## config.mk

```make
export PLATFORM = sky130hd
export DESIGN_NAME = fetch_stage
export DESIGN_NICKNAME = d
export VERILOG_FILES = /design/src/rtl/fetch_stage_pkg.sv /design/src/rtl/fetch_stage_ifid_reg.sv /design/src/rtl/fetch_stage.sv
export SDC_FILE = /design/constraint.sdc
export NUM_CORES = 1
export LEC_CHECK = 0
export CORE_MARGIN = 4
export CORE_UTILIZATION = 59
export CTS_BUF_LIST = sky130_fd_sc_hd__clkbuf_4 sky130_fd_sc_hd__clkbuf_8
export CTS_CLUSTER_SIZE = 24
export DETAILED_ROUTE_END_ITERATION = 16
export DONT_BUFFER_PORTS = 1
export GPL_ROUTABILITY_DRIVEN = 0
export PLACE_DENSITY_LB_ADDON = 0.15
export SYNTH_ARGS = -nofsm -noshare
export SYNTH_HDL_FRONTEND = slang
export SYNTH_SLANG_ARGS = --single-unit
```

## constraint.sdc

```tcl
create_clock -name clk -period 1.4 [get_ports clk]
set_clock_uncertainty 0.1 [all_clocks]
set_input_delay 0.14 -clock clk [delete_from_list [all_inputs] [get_ports clk]]
set_output_delay 0.14 -clock clk [all_outputs]
set_load 0.01 [all_outputs]
```

## src/rtl/fetch_stage_pkg.sv

```systemverilog
// fetch_stage_pkg: shared FSM encoding and constants for the instruction-fetch stage.
package fetch_stage_pkg;
  typedef enum logic [1:0] {
    ST_BOOT = 2'd0,
    ST_RUN  = 2'd1,
    ST_ERR  = 2'd2
  } state_e;
  localparam logic [31:0] NOP_WORD   = 32'h0000_0000;
  localparam int unsigned WORD_BYTES = 4;
endpackage

```

## src/rtl/fetch_stage_ifid_reg.sv

```systemverilog
// fetch_stage_ifid_reg: IF/ID pipeline register with hold, bubble insertion and async reset.
module fetch_stage_ifid_reg
  import fetch_stage_pkg::*;
#(
  parameter logic [31:0] NOP_INSTR = NOP_WORD
) (
  input  logic        clk,
  input  logic        reset,
  input  logic        hold_i,
  input  logic        bubble_i,
  input  logic [31:0] instr_i,
  input  logic [31:0] pc4_i,
  output logic [31:0] instr_o,
  output logic [31:0] pc4_o,
  output logic        valid_o
);
  logic [31:0] instr_q, pc4_q;
  logic        valid_q;
  // A bubble wins over hold so redirects and flushes can squash a stalled slot.
  always_ff @(posedge clk or posedge reset) begin
    if (reset) begin
      instr_q <= NOP_INSTR;
      pc4_q   <= '0;
      valid_q <= 1'b0;
    end else if (bubble_i) begin
      instr_q <= NOP_INSTR;
      pc4_q   <= '0;
      valid_q <= 1'b0;
    end else if (!hold_i) begin
      instr_q <= instr_i;
      pc4_q   <= pc4_i;
      valid_q <= 1'b1;
    end
  end
  assign instr_o = instr_q;
  assign pc4_o   = pc4_q;
  assign valid_o = valid_q;
endmodule

```

## src/rtl/fetch_stage.sv

```systemverilog
// fetch_stage: PC register, next-PC selection and BOOT/RUN/ERR control feeding the IF/ID register.
module fetch_stage
  import fetch_stage_pkg::*;
#(
  parameter logic [31:0] RESET_PC   = 32'h0000_0000,
  parameter int unsigned IMEM_BYTES = 256,
  parameter logic [31:0] NOP_INSTR  = NOP_WORD
) (
  input  logic        clk,
  input  logic        reset,
  input  logic        stall,
  input  logic        flush,
  input  logic        branch_taken,
  input  logic [31:0] branch_target,
  input  logic [31:0] instr_in,
  output logic [31:0] pc_out,
  output logic [31:0] ifid_instr,
  output logic [31:0] ifid_pc4,
  output logic        ifid_valid,
  output logic        misalign_err
);
  localparam logic [31:0] ADDR_MASK = 32'(IMEM_BYTES - 1);
  state_e      state_q, state_d;
  logic [31:0] pc_q, pc_d, pc4;
  logic        err_q, err_d, run, br_bad, bubble;
  assign pc4    = (pc_q + 32'(WORD_BYTES)) & ADDR_MASK;
  assign br_bad = branch_taken && (branch_target[1:0] != 2'b00);
  assign run    = (state_q == ST_RUN);
  always_ff @(posedge clk or posedge reset) begin
    if (reset) begin
      state_q <= ST_BOOT;
      pc_q    <= RESET_PC;
      err_q   <= 1'b0;
    end else begin
      state_q <= state_d;
      pc_q    <= pc_d;
      err_q   <= err_d;
    end
  end
  always_comb begin
    state_d = (state_q == ST_BOOT)    ? ST_RUN :
              (run && br_bad)         ? ST_ERR : state_q;
  end
  // Outside RUN the PC is frozen and IF/ID only ever receives bubbles.
  always_comb begin
    bubble = !run || branch_taken || flush;
    err_d  = err_q || (run && br_bad);
    pc_d   = (!run || br_bad)     ? pc_q :
             branch_taken         ? (branch_target & ADDR_MASK) :
             (flush || !stall)    ? pc4 : pc_q;
  end
  fetch_stage_ifid_reg #(.NOP_INSTR(NOP_INSTR)) u_ifid (
    .clk      (clk),
    .reset    (reset),
    .hold_i   (stall),
    .bubble_i (bubble),
    .instr_i  (instr_in),
    .pc4_i    (pc4),
    .instr_o  (ifid_instr),
    .pc4_o    (ifid_pc4),
    .valid_o  (ifid_valid)
  );
  assign pc_out       = pc_q;
  assign misalign_err = err_q;
endmodule
```

# Yosys cells after proc, flatten, opt, wreduce, memory -nomap -nowiden

Index checks and enable logic that the tools add are counted.

Register bits after elaboration: 100
Latch bits: 0
Memory bits (writable): 0
ROM bits: 0
Input bits: 69
Output and inout port bits: 98
Word-level logic and storage cells: 34
Memories kept: 0

$add $sub $neg: 1
Multipliers: 0
Divide/modulo/power cells: 0
Magnitude comparators: 0
Equal/unequal tests: 2
Shift operators: 0
Mux-type cells: 10
Bitwise logic cells: 1
Reduce and logical (&&, ||, !) cells: 14

Operator list:

| kind                | count |
|---|---|
| $mux 32             | 6 |
| $add 8x3->8 const B | 1 |
| $reduce_bool 2->1   | 3 |
| $logic_or 1x1->1    | 5 |
| $mux 2              | 2 |
| $eq 2x1->1 const B  | 1 |
| $logic_and 1x1->1   | 2 |
| $logic_not 1->1     | 2 |
| $logic_not 2->1     | 1 |
| $mux 1              | 2 |
| $ne 2x1->1 const B  | 1 |
| $reduce_and 2->1    | 1 |
| $not 1->1           | 1 |

# Depth between registers and ports, before layout

Depth in word-level cells: 5
Depth in mapped cells: 5
Depth with buffers taken out: 5

# Hierarchy

From an unflattened synthesis, not the netlist that was laid out.

Cells, all modules: 298
Area, all modules: 3477.1 sq um

Modules (own cells, without submodules):

| module               | times used | cells each | area each (sq um) | seq. area each (sq um) |
|---|---|---|---|---|
| fetch_stage_ifid_reg | 1          | 210        | 2641.3            | 1626.6 |
| fetch_stage          | 1          | 88         | 835.8             | 275.3 |

# Worst setup path before layout

No wires, ideal clock.

Path type: reg-to-reg
Start: reg state_q[1]
End: reg pc_q[3] (netlist: pc_out[3])
Setup time: 0.123 ns
Arrival time: 1.118 ns
Required time: 1.177 ns
Path slack: 0.059 ns
Cell stages (with the launch flop): 4
Path buffers: 0
Period minus slack after synthesis: 1.341 ns
Cell sequence: dfrtp_1 > nand2b_4 > a211o_4 > o221a_2

Cells in the longest elaborated chain, start to end: 5

Ends and longest elaborated chain:

| element                    | line              | text |
|---|---|---|
| from (decl)                | fetch_stage.sv:23 | `state_e state_q, state_d;` |
| from (signal assigned)     | fetch_stage.sv:35 | `state_q <= state_d;` |
| $eq 2x1->1                 | fetch_stage.sv:28 | `assign run = (state_q == ST_RUN);` |
| $logic_not 1->1            | fetch_stage.sv:48 | `pc_d = (!run \|\| br_bad) ? pc_q :` |
| $logic_or 1x1->1           | fetch_stage.sv:48 |  |
| $not 1->1 (no line)        | -                 |  |
| $reduce_and 2->1 (no line) | -                 |  |
| to (signal assigned)       | fetch_stage.sv:36 | `pc_q <= pc_d;` |
| to (decl)                  | fetch_stage.sv:24 | `logic [31:0] pc_q, pc_d, pc4;` |

Every way passes these cells.
A chain may end at the register's enable or synchronous reset.

# Worst setup path after layout

Start: reg state_q[1]
End: reg pc_q[7] (netlist: pc_out[7])

Same word-level chain as after synthesis.

==> flow_summary.toml <==
[status]
outcome = "finished, violations left"
violations = "negative hold slack"

[yosys]
synth-async-reset-ratio_pct = 100
synth-seq-area-share_pct = 49.9
yosys_warnings = 0
synth-edff-count = 0
ys.flop_type = "dfrtp_1"
synth_xor_area_share_pct = 1.34
yosys.area_share.simple_pct = 10.4
synth_top_family_by_area = "buffers and inverters"
syn_inst = 245
ys_ff_latch = 52
synth_compound_area_share_pct = 6.62
synth_mux_area_share_pct = 14.2
yosysUniqueCellTypes = 30
synth_area_um2 = 2610
avgSynthCellArea_um2 = 10.6
synth-adder-area-share_pct = 0.480

[global_routing]
grt_max_degree = 47
grt_pass1_wl_mm = 9.14
grt_pass1_vias = 1810
antenna_found_initial = 0
grtUsageTotal_pct = 21.8
gr-total-overflow = 0

[power]
p_leak_nw = 1.54
ir_worst_vdd_v = 0.000753
power.density_nw_per_um2 = 1140

[clock_network]
clock_path_buffers = 2
cts_tree = "done"
ctsHoldBuffers = 53
clk_pin_slew_ns = 0.10
htreeDepth = 2
cts_buffers = 5
clock_sinks = 52
cts-root-buf = "clkbuf_8"
clock_latency_ns = 0.30

[floorplanning]
start_util_pct = 62.9
fp-row-count = 23
pin_count = 167
core-area_um2 = 4140
die_y_um = 74.5
die_width_um = 74.5
dieArea_um2 = 5550

[cells_and_area]
synthToLayoutAreaGrowth_pct = 19.3
fin_cells = 344
fin_nets = 363
multi_input_area_um2 = 1090
drive_gt1_share_pct = 12.6
antenna_cells = 0
nFillCells = 282
finalInstanceArea_um2 = 3110
seqCellArea_um2 = 1300

[sta]
finalHoldViolCount = 41
rsz0062_at_grt = "yes"
fmax_mhz = 717
fin_setup_tns_ns = 0
fin_crit_sh_pct = 99.7
finalHoldWorstSlack_ns = -0.150
setup_viol_count_final = 0
fin_crit_ns = 1.40
slew_violations = 0

[place]
portBuffers = 0
dpl.cell_count = 293
hpwl_mm = 3.58
place_area_um2 = 2520

[setup_path]
critPathArrivalTime_ns = 1.55
path_class = "reg2reg"
critical_path_required_ns = 1.55
startpoint = "state_q[1]"
rr_startpoint = "state_q[1]"
end_kind = "flop"
worst_setup_path_start_kind = "flop"
rr_endpoint = "pc_out[7]"
r2r_slack_ns = 0.005
cp_max_fo = 9
reg2regPathDepth = 4
endpoint = "pc_out[7]"

[drt]
ant_nets = 0
drc_errors = 0
drtIter0Drc = 101
routed_wl_mm = 5.82
wl_per_cell_um = 16.9
num_vias = 1735
drtPass1Iterations = 4
vias_per_cell = 5.04

[min_path]
hp-class = "in2reg"
hp-start = "stall"

[run]
drv_cap = 0
## report_power, final
part | total (mW) | internal, mW | switching, mW
combinational | 0.822 | 0.432 | 0.390
sequential | 1.71 | 1.59 | 0.120
clock | 1.02 | 0.529 | 0.489
## cell type report
cell class                      instances  area share, %
Multi-Input combinational cell        174           35.0
Clock inverter                          3           1.37
Timing Repair Buffer                   51           16.3
Clock buffer                            5           2.21
Sequential cell                        52           41.9
Inverter                                9           1.21
Tap cell                               50           2.01
## worst min-delay path by stage
stage,to,cells after the start
after floorplan,misalign_err,1
after global routing,u_ifid.valid_o,1
after detailed placement,u_ifid.instr_o[5],1
after CTS,u_ifid.valid_o,1
final,u_ifid.valid_o,1
after global placement,u_ifid.instr_o[5],1
## through the flow
stage / utilization [%] / hold WS, ns / setup WS [ns] / total power, mW
CTS: 76.6 / -0.196 / 0.0229 / 3.48
global route: 75.1 / -0.175 / -0.0626 / 3.76
finish: 75.1 / -0.150 / 0.00466 / 3.55
floorplan: - / 0.0951 / 0.0589 / 2.29
global placement: 60.7 / -0.0547 / 0.0170 / 2.32
detailed placement: 60.7 / -0.0553 / -0.00497 / 2.33
## logic make-up after synthesis
group                    count (synthesis)
adder cells (fa/ha/maj)                  1
flip-flops                              52
buffers and inverters                   66
AO/OA/AOI/OAI                           22
XOR/XNOR                                 4
other                                    1
multiplexers                            37
AND/OR/NAND/NOR                         62
## what timing repair did
action,in CTS,in global routing
pin swaps,2,3
setup endpoints to repair,4,49
buffers inserted,2,2
resized for setup,0,17
endpoints found under the hold margin,99,39
## cell usage in the layout (no fill, tap or decap), types with 3 or more instances in the layout
cell type      instances
xnor2_1                3
clkbuf_8               5
nor2_1                45
dfrtp_1               50
nand2_1                4
a21oi_1                6
buf_4                  7
and2_1                 5
o22ai_1                3
buf_6                  4
inv_1                  8
dlygate4sd3_1         39
mux2i_1               37
conb_1                48
## synthesized netlist by cell type, types with 2 or more instances
master | number | area, um2
a21o_1 | 2 | 15.0
a21oi_1 | 7 | 35.0
and2_1 | 5 | 31.3
buf_2 | 7 | 35.0
buf_4 | 49 | 368
dfrtp_1 | 52 | 1300
inv_1 | 9 | 33.8
mux2i_1 | 37 | 370
nand2_1 | 4 | 15.0
nand3_1 | 2 | 10.0
nor2_1 | 45 | 169
o21a_1 | 2 | 15.0
o21ai_0 | 2 | 10.0
o22ai_1 | 3 | 18.8
xnor2_1 | 4 | 35.0
## layer usage
layer / part of all wire [%] / global-route usage (%) / vias up / wire, um
met5: 0 / 0 / - / 0
met4: 0.91 / 6.32 / 0 / 53
met3: 12 / 9.59 / 8 / 693
met2: 51 / 35.0 / 85 / 2960
met1: 36 / 26.7 / 839 / 2110
li1: - / - / 803 / -
## worst max-delay path, stage by stage, from the launching register on
cell and delay [ns]:
dfrtp_1 0.43, nand2b_4 0.18, a211o_4 0.32, o32ai_2 0.20
a21o_1 0.11
## registers in the layout (all words and copies together), names as in the netlist
name / count
pc_out: 8
u_ifid.valid_o: 1
misalign_err: 1
u_ifid.pc4_o: 8
u_ifid.instr_o: 32
state_q: 2
No activity file was read; power rests on OpenSTA's default activity.
